`src/rtl/pool_frame_buffer_if.sv`:
```
// pool_frame_buffer_if: pooled-stream capture inputs and the replay handshake of the frame buffer.
interface pool_frame_buffer_if #(
  parameter int N = 8
);
  logic         ce;
  logic [N-1:0] data_in;
  logic         valid_in;
  logic         end_in;
  logic [N-1:0] out_data;
  logic         out_valid;
  logic         out_ready;
  logic         out_last;
  logic         frame_done;
  logic         overflow;
  logic         frame_err;
  modport master (
    output ce, data_in, valid_in, end_in, out_ready,
    input  out_data, out_valid, out_last, frame_done, overflow, frame_err
  );
  modport slave (
    input  ce, data_in, valid_in, end_in, out_ready,
    output out_data, out_valid, out_last, frame_done, overflow, frame_err
  );
endinterface

```
`src/rtl/pool_frame_buffer.sv`:
```
// pool_frame_buffer: ping-pong capture of pooled feature maps, replayed over valid/ready at 1 word/clk.
module pool_frame_buffer #(
  parameter int N = 8,
  parameter int m = 12,
  parameter int p = 3
) (
  input logic               clk,
  input logic               master_rst,
  pool_frame_buffer_if.slave bus
);
  localparam int OD = m / p;
  localparam int D  = OD * OD;
  localparam int AW = (D > 1) ? $clog2(D) : 1;
  typedef enum logic [1:0] {R_IDLE, R_FETCH, R_STREAM} rstate_t;
  logic [N-1:0]       mem_q [2][D];
  logic [1:0]         full_q;
  logic [1:0][AW:0]   len_q;
  logic               wr_bank_q, rd_bank_q;
  logic [AW-1:0]      wr_idx_q, rd_idx_q, rd_idx_d;
  rstate_t            state_q;
  logic [N-1:0]       out_data_q;
  logic               out_valid_q, out_last_q, frame_done_q, overflow_q, frame_err_q;
  logic               wr_ev, wr_ok, close_full, close_short, hs;
  logic [AW:0]        wr_cnt;
  assign wr_ev       = bus.ce && bus.valid_in;
  assign wr_ok       = wr_ev && !full_q[wr_bank_q];
  assign wr_cnt      = {1'b0, wr_idx_q} + {{AW{1'b0}}, wr_ok};
  assign close_full  = wr_ok && (wr_idx_q == AW'(D - 1));
  assign close_short = bus.ce && bus.end_in && (wr_cnt != '0) && (wr_cnt != (AW+1)'(D));
  assign hs          = out_valid_q && bus.out_ready;
  assign rd_idx_d    = rd_idx_q + AW'(1);
  always_ff @(posedge clk)
    if (wr_ok) mem_q[wr_bank_q][wr_idx_q] <= bus.data_in;
  // A bank freed by the reader only becomes writable the cycle after; the writer sees the old full flag.
  always_ff @(posedge clk) begin
    if (!master_rst) begin
      full_q       <= '0;
      len_q        <= '0;
      wr_bank_q    <= 1'b0;
      rd_bank_q    <= 1'b0;
      wr_idx_q     <= '0;
      rd_idx_q     <= '0;
      state_q      <= R_IDLE;
      out_data_q   <= '0;
      out_valid_q  <= 1'b0;
      out_last_q   <= 1'b0;
      frame_done_q <= 1'b0;
      overflow_q   <= 1'b0;
      frame_err_q  <= 1'b0;
    end else begin
      frame_done_q <= 1'b0;
      if (wr_ev && !wr_ok) overflow_q <= 1'b1;
      if (close_short) frame_err_q <= 1'b1;
      if (close_full || close_short) begin
        full_q[wr_bank_q] <= 1'b1;
        len_q[wr_bank_q]  <= wr_cnt;
        wr_idx_q          <= '0;
        wr_bank_q         <= ~wr_bank_q;
      end else if (wr_ok) begin
        wr_idx_q <= wr_idx_q + AW'(1);
      end
      case (state_q)
        R_IDLE: if (full_q[rd_bank_q]) begin
          rd_idx_q <= '0;
          state_q  <= R_FETCH;
        end
        R_FETCH: begin
          out_data_q  <= mem_q[rd_bank_q][rd_idx_q];
          out_valid_q <= 1'b1;
          out_last_q  <= len_q[rd_bank_q] == (AW+1)'(1);
          state_q     <= R_STREAM;
        end
        R_STREAM: if (hs) begin
          if (out_last_q) begin
            out_valid_q       <= 1'b0;
            out_last_q        <= 1'b0;
            full_q[rd_bank_q] <= 1'b0;
            rd_bank_q         <= ~rd_bank_q;
            frame_done_q      <= 1'b1;
            state_q           <= R_IDLE;
          end else begin
            rd_idx_q   <= rd_idx_d;
            out_data_q <= mem_q[rd_bank_q][rd_idx_d];
            out_last_q <= {1'b0, rd_idx_d} == len_q[rd_bank_q] - (AW+1)'(1);
          end
        end
        default: state_q <= R_IDLE;
      endcase
    end
  end
  assign bus.out_data   = out_data_q;
  assign bus.out_valid  = out_valid_q;
  assign bus.out_last   = out_last_q;
  assign bus.frame_done = frame_done_q;
  assign bus.overflow   = overflow_q;
  assign bus.frame_err  = frame_err_q;
endmodule

```
`src/flat_wrapper.sv`:
```
// flat-port wrapper written by rule: the top's interface ports become plain ports
module pool_frame_buffer_flat 
#(
  parameter int N = 8,
  parameter int m = 12,
  parameter int p = 3
)
  (clk, master_rst, bus_ce, bus_data_in, bus_valid_in, bus_end_in, bus_out_ready, bus_out_data, bus_out_valid, bus_out_last, bus_frame_done, bus_overflow, bus_frame_err);
  pool_frame_buffer_if #(.N(N)) bus_i ();
  input logic clk;
  input logic master_rst;
  input wire logic [$bits(bus_i.ce)-1:0] bus_ce;
  input wire logic [$bits(bus_i.data_in)-1:0] bus_data_in;
  input wire logic [$bits(bus_i.valid_in)-1:0] bus_valid_in;
  input wire logic [$bits(bus_i.end_in)-1:0] bus_end_in;
  input wire logic [$bits(bus_i.out_ready)-1:0] bus_out_ready;
  output wire logic [$bits(bus_i.out_data)-1:0] bus_out_data;
  output wire logic [$bits(bus_i.out_valid)-1:0] bus_out_valid;
  output wire logic [$bits(bus_i.out_last)-1:0] bus_out_last;
  output wire logic [$bits(bus_i.frame_done)-1:0] bus_frame_done;
  output wire logic [$bits(bus_i.overflow)-1:0] bus_overflow;
  output wire logic [$bits(bus_i.frame_err)-1:0] bus_frame_err;
  assign bus_i.ce = bus_ce;
  assign bus_i.data_in = bus_data_in;
  assign bus_i.valid_in = bus_valid_in;
  assign bus_i.end_in = bus_end_in;
  assign bus_i.out_ready = bus_out_ready;
  assign bus_out_data = bus_i.out_data;
  assign bus_out_valid = bus_i.out_valid;
  assign bus_out_last = bus_i.out_last;
  assign bus_frame_done = bus_i.frame_done;
  assign bus_overflow = bus_i.overflow;
  assign bus_frame_err = bus_i.frame_err;
  pool_frame_buffer #(.N(N), .m(m), .p(p)) u_core (.clk(clk), .master_rst(master_rst), .bus(bus_i));
endmodule
```
`config.mk`:
```
export PLATFORM = sky130hd
export DESIGN_NAME = pool_frame_buffer_flat
export DESIGN_NICKNAME = d
export VERILOG_FILES = /design/src/rtl/pool_frame_buffer_if.sv /design/src/rtl/pool_frame_buffer.sv /design/src/flat_wrapper.sv
export SDC_FILE = /design/constraint.sdc
export NUM_CORES = 1
export LEC_CHECK = 0
export CORE_ASPECT_RATIO = 2
export CORE_UTILIZATION = 55
export DETAILED_ROUTE_END_ITERATION = 8
export PLACE_DENSITY = 0.71
export SYNTH_ARGS = -nofsm -noshare
export SYNTH_HDL_FRONTEND = slang
export SYNTH_SLANG_ARGS = --single-unit
```
`constraint.sdc`:
```
create_clock -name clk -period 2.67 [get_ports clk]
set_input_delay 0.534 -clock clk [delete_from_list [all_inputs] [get_ports clk]]
set_output_delay 0.534 -clock clk [all_outputs]
set_load 0.01 [all_outputs]
```
Word level (Yosys, flattened, before mapping)
Memory sizes are Yosys's and may differ from the RTL's. A register that Yosys moved wholly into a read port is not among the register bits.
Cells that the tools add are included.
{ "classes": {"addsub": 4, "n_lt_le_gt_ge": 8, "n_eq_ne": 10, "muxes": 48, "n_bitwise": 9, "n_reduce_logical": 26} }
{ "ops": {"columns": ["op", "count"], "rows": [
  ["$mux W128", 1],
  ["$bmux W8 S4", 2],
  ["$mux W8", 7],
  ["$demux W8 S4", 1],
  ["$mux W2", 8],
  ["$pmux W8 S2", 1],
  ["$ge A5 B5 Y1 const B", 3],
  ["$mux W5", 3],
  ["$not A4 Y5", 3],
  ["$reduce_and A3 Y1", 5],
  ["$mux W1", 14],
  ["$mux W4", 3],
  ["$logic_and A1 B1 Y1", 11],
  ["$bwmux W10", 1],
  ["$add A4 B1 Y4 const B", 2],
  ["$pmux W4 S2", 1],
  ["$ne A2 B1 Y1 const B", 3],
  ["$pmux W2 S3", 1],
  ["$add A4 B1 Y5", 1],
  ["$demux W5 S1", 1],
  ["$eq A4 B5 Y1", 1],
  ["$eq A5 B1 Y1 const B", 1],
  ["$lt A5 B1 Y1 const B", 1],
  ["$ne A5 B5 Y1 const B", 1],
  ["21 further kinds", 29]
]} }
{ "word_totals": {"ff_bits": 37, "ram_bits": 256, "input_bits": 14, "out_inout_bits": 13, "elab_cells": 120, "mem_count": 1} }
{ "memory_table": {"columns": ["name", "depth", "word_bits", "rd", "rd_ports_with_merged_regs", "wr", "line", "source"], "rows": [
  ["u_core.mem_q", 2, 128, 1, 1, 1, "pool_frame_buffer.sv:15", "logic [N-1:0] mem_q [2][D];"]
]} }

Logic depth before layout (Yosys ltp)
{ "logic_depth": {"ltp_word": 15, "ltp_mapped": 11, "mapped_depth_nobuf": 10} }

Least setup slack after synthesis
No wires, ideal clock.
{ "synth_timing": {"kind": "input to register", "start": "in bus_valid_in", "end": "reg u_core.len_q[5] (netlist bit)", "setup_ps": 116, "arrival_ps": 2701, "t_required_ps": 2554, "setup_slack_ps": -147, "cell_stages": 11, "n_path_buf": 1, "path_cell_list": "and2_1 -> and2_1 -> clkbuf_1 -> ha_1 -> ha_1 -> xor2_1 -> or3_1 -> o211a_1 -> o21ai_2 -> mux2i_1 -> nor2b_1"} }
{ "synth_via": {"elab_chain_len": 7, "word_cells_on_any_way": 10, "cone_classes": "add/sub: 1; eq/ne: 1; mux: 1; reduce/logical: 7"} }
{ "synth_rtl": {"columns": ["item", "line", "source"], "rows": [
  ["start: declaration", "flat_wrapper.sv:14", "input wire logic [$bits(bus_i.valid_in)-1:0] bus_valid_in;"],
  ["$logic_and A1 B1 Y1 (*)", "pool_frame_buffer.sv:25", "assign wr_ev = bus.ce && bus.valid_in;"],
  ["$logic_and A1 B1 Y1 (*)", "pool_frame_buffer.sv:26", "assign wr_ok = wr_ev && !full_q[wr_bank_q];"],
  ["$add A4 B1 Y5", "pool_frame_buffer.sv:27", "assign wr_cnt = {1'b0, wr_idx_q} + {{AW{1'b0}}, wr_ok};"],
  ["$reduce_bool A5 Y1", "pool_frame_buffer.sv:29", "assign close_short = bus.ce && bus.end_in && (wr_cnt != '0) && (wr_cnt != (AW+1)'(D));"],
  ["$logic_and A1 B1 Y1 (2 in a row)", "pool_frame_buffer.sv:29", null],
  ["$logic_or A1 B1 Y1", "pool_frame_buffer.sv:54", "if (close_full || close_short) begin"],
  ["end signal: indexed assignment", "pool_frame_buffer.sv:56", "len_q[wr_bank_q] <= wr_cnt;"],
  ["end: declaration", "pool_frame_buffer.sv:17", "logic [1:0][AW:0] len_q;"]
]} }
Every way passes the cells marked *; elsewhere a longest branch is shown, timed or not.
A chain may end at the register's enable or synchronous reset.

Worst setup path in the final report
{ "layout_timing": {"start": "in bus_valid_in", "end": "reg u_core.len_q[9] (netlist bit)"} }
The elaborated chain is that of the path after synthesis.

==> results_dict.tcl <==
set metrics [dict create \
    ys.flop_type "edfxtp_1" \
    place_congestion 0.940 \
    drtIter0Drc 713 \
    synth_largest_area_cell "edfxtp_1" \
    dp_hpwl_mm 23.8 \
    whs_ps 463 \
    cts_inserted_buffers 26 \
    crit_slowest_cell "clkdlybuf4s50_1" \
    async_flop_share_pct 0 \
    core-area_sq_um 24300 \
    cts_setup_buffers 0 \
    synth_common_cells "edfxtp_1, mux2i_1, mux4_2" \
    yosysMostFrequentCell "edfxtp_1" \
    arrival_ps 3020 \
    rsz0062_at_grt "false" \
    setup_viol 0 \
    p_sw_share_pct 22.2 \
    status "completed" \
    fill_cells 1747 \
    grt_max_degree 70 \
    nets 927 \
    grt_pass1_vias 8324 \
    max-cap-violations 0 \
    leakage_nw 4.90 \
    dieHeight_um 224 \
    grt_pass1_wl_mm 51.0 \
    critPathRequiredTime_ps 3110 \
    max_stage_delay_ps 410 \
    drt-total-wl_mm 34.0 \
    cts_resized 0 \
    placedCellCount 1163 \
    post-place-ws_ps -466 \
    fin_ws_ps 91.9 \
    path_clk_slew_ps 60 \
    dieArea_sq_um 25400 \
    avgSynthCellArea_sq_um 16.7 \
    pwr-share-seq_pct 53.3 \
    layout.cells.non_filler 1210 \
    finalHoldViolations 0 \
    finalSetupTns_ps 0 \
    power_frac_comb_pct 7.4 \
    via_per_inst 6.45 \
    crit_path_end_kind "register" \
    critical_path_class "in2reg" \
    ys_ff_latch 294 \
    gr-total-overflow 0 \
    ir_drop_mv 0.499 \
    slew_viol_final 0 \
    timing.slew.headroom_pct 29.1 \
    fin_crit_sh_pct 96.6 \
    dr.pass1.iters 6 \
    dieWidth_um 113 \
    cts_tree "yes" \
    root_buffer "clkbuf_16" \
    seq_area_frac_synth_pct 62.1 \
    min_period_ps 2580 \
    clock_sinks 294 \
    path_max_fanout 7 \
    drive_above_1_share_pct 27.4 \
    p_total_mw 9.60 \
    post_synth_num_cell_types 56 \
    synth-edff-count 256 \
    fmaxAchievable_ghz 0.388 \
    ys_warn_count 0 \
    worstHoldPathType "reg2reg" \
    io_pins 27 \
    pwr_density_cell_nw_per_um2 617 \
    postCtsHoldBufs 0 \
    synth_top_area_share_pct 56.5 \
    cp_cell_sequence "clkdlybuf4s50_1 -> and2_4 -> and2_4 -> ha_4 -> ha_4 -> xor2_2 -> or3_1 -> o211a_1 -> o21ai_4 -> mux2i_1 -> nor2b_1" \
    p_int_mw 7.47 \
    synthTopCellsByArea "edfxtp_1, mux4_2, mux2i_1" \
    drc 0 \
    clk_latency_ps 560 \
    antenna_found_initial 0 \
    start_util_pct 55.9 \
    syn_area_sq_um 13600 \
    tightest_slew_ps 1060 \
    synth.net_count 841 \
    power.share.clock_pct 39.2 \
    p_switching_mw 2.13 \
    portBuffers 26 \
    syn_inst 815 \
    cp-start-kind "primary input" \
    syn2layout_area_growth_pct 14.4 \
    grt_use_total_pct 28.1 \
    skew_ps 17.5 \
    detail-route-antenna-nets 0 \
    max-clock-path-buffers 3 \
    detail_route.wl_per_cell_um 28.1 \
    vias 7799 \
    rows 81 \
    n_antenna_cell 0 \
    htree_levels 1 \
]
-- layout by cell type, fill, tap and decap left out, types with 3 or more instances in the layout --
| cell type | count |
|---|---|
| edfxtp_1 | 256 |
| mux2i_1 | 98 |
| mux4_2 | 96 |
| buf_4 | 79 |
| nor2_1 | 49 |
| dfxtp_1 | 34 |
| nand2_1 | 31 |
| clkbuf_16 | 26 |
| clkdlybuf4s50_1 | 26 |
| nor2b_1 | 17 |
| nand3_1 | 15 |
| a21oi_1 | 13 |
| ha_1 | 10 |
| o211ai_1 | 9 |
| o21ai_0 | 9 |
| mux2_2 | 9 |
| inv_1 | 8 |
| o22ai_1 | 7 |
| buf_12 | 7 |
| nor3_1 | 6 |
| xor2_1 | 6 |
| o2111ai_1 | 6 |
| xnor2_1 | 5 |
| clkinv_2 | 5 |
| and2_1 | 4 |
| and3_1 | 4 |
| nor3b_1 | 4 |
| nand2b_1 | 4 |
| a221oi_1 | 4 |
| a22oi_1 | 4 |
| clkbuf_1 | 4 |
| a22o_1 | 3 |
| a31oi_1 | 3 |
| nand4_1 | 3 |
| bufinv_16 | 3 |
| clkinv_1 | 3 |
| clkinvlp_4 | 3 |
-- metrics by stage --
| stage | area, sq um | utilization (%) |
|---|---|---|
| floorplan | 13700 | - |
| global placement | 14700 | 60.5 |
| detailed placement | 14700 | 60.5 |
| CTS | 15600 | 63.9 |
| global route | 15600 | 64.0 |
| finish | 15600 | 64.0 |
-- power by group through the flow --
stage	Combinational, mW	Sequential, mW	Clock, mW
2_1_floorplan	0.339	5.22	0
4_1_cts	0.713	5.12	3.82
6_report	0.715	5.12	3.76
5_1_grt	0.768	5.12	3.97
3_3_place_gp	0.681	5.21	0
3_5_place_dp	0.710	5.22	0
-- flip-flops by register name, summed over array words and instances, names as in the netlist, named ones only --
register	flops
u_core.bus.out_valid	1
u_core.bus.frame_err	1
u_core.state_q	2
u_core.bus.frame_done	1
u_core.bus.overflow	1
u_core.rd_bank_q	1
u_core.rd_idx_q	4
u_core.len_q	10
u_core.wr_idx_q	4
u_core.wr_bank_q	1
u_core.bus.out_last	1
u_core.bus.out_data	8
u_core.full_q	2
u_core.mem_q	256
-- kinds of logic after synthesis --
kind of cell	Yosys count	synth area share, %
AO/OA/AOI/OAI	77	3.99
XOR/XNOR	13	0.892
adder cells (fa/ha/maj)	12	1.10
buffers and inverters	63	2.50
flip-flops	294	62.1
multiplexers	205	24.0
AND/OR/NAND/NOR	151	5.41
-- path summary, 6_finish.rpt --
check | to | from | cells past startpoint | slack (ps)
worst max-delay path | u_core.len_q[9]$_SDFFE_PN0P_ | bus_valid_in | 11 | 90
worst min-delay path | u_core.bus.overflow$_SDFFE_PN0P_ | u_core.bus.overflow$_SDFFE_PN0P_ | 1 | 460
worst min register to register | u_core.bus.overflow$_SDFFE_PN0P_ | u_core.bus.overflow$_SDFFE_PN0P_ | 1 | 460
worst max register to register | u_core.len_q[9]$_SDFFE_PN0P_ | u_core.wr_bank_q$_SDFFE_PN0N_ | 10 | 110
-- cell type report --
type,count,area (sq um),share of cell area (%)
Multi-Input combinational cell,458,4870,31.3
Timing Repair Buffer,112,993,6.38
Sequential cell,294,8460,54.4
Inverter,9,33.8,0.217
Tap cell,290,363,2.33
Clock buffer,30,666,4.28
Clock inverter,17,179,1.15
-- critical path, delay by kind of cell --
kind | cells | cell delay [ps]
xor gates and xnor gates | 1 | 140
muxes | 1 | 260
buffers and inverters | 1 | 410
AOI/OAI and AO/OA | 2 | 560
adders and majority gates | 2 | 320
and+or+nand+nor | 4 | 780
-- routing by layer --
layer / track usage [%] / vias up / part of all wire (%)
met1: 32.9 / 4012 / 35
met2: 51.9 / 266 / 55
met3: 2.94 / 81 / 5.0
li1: - / 3440 / -
met4: 11.8 / 0 / 4.4
met5: 0 / - / 0
Note: power is estimated with default switching activity, not from simulation.
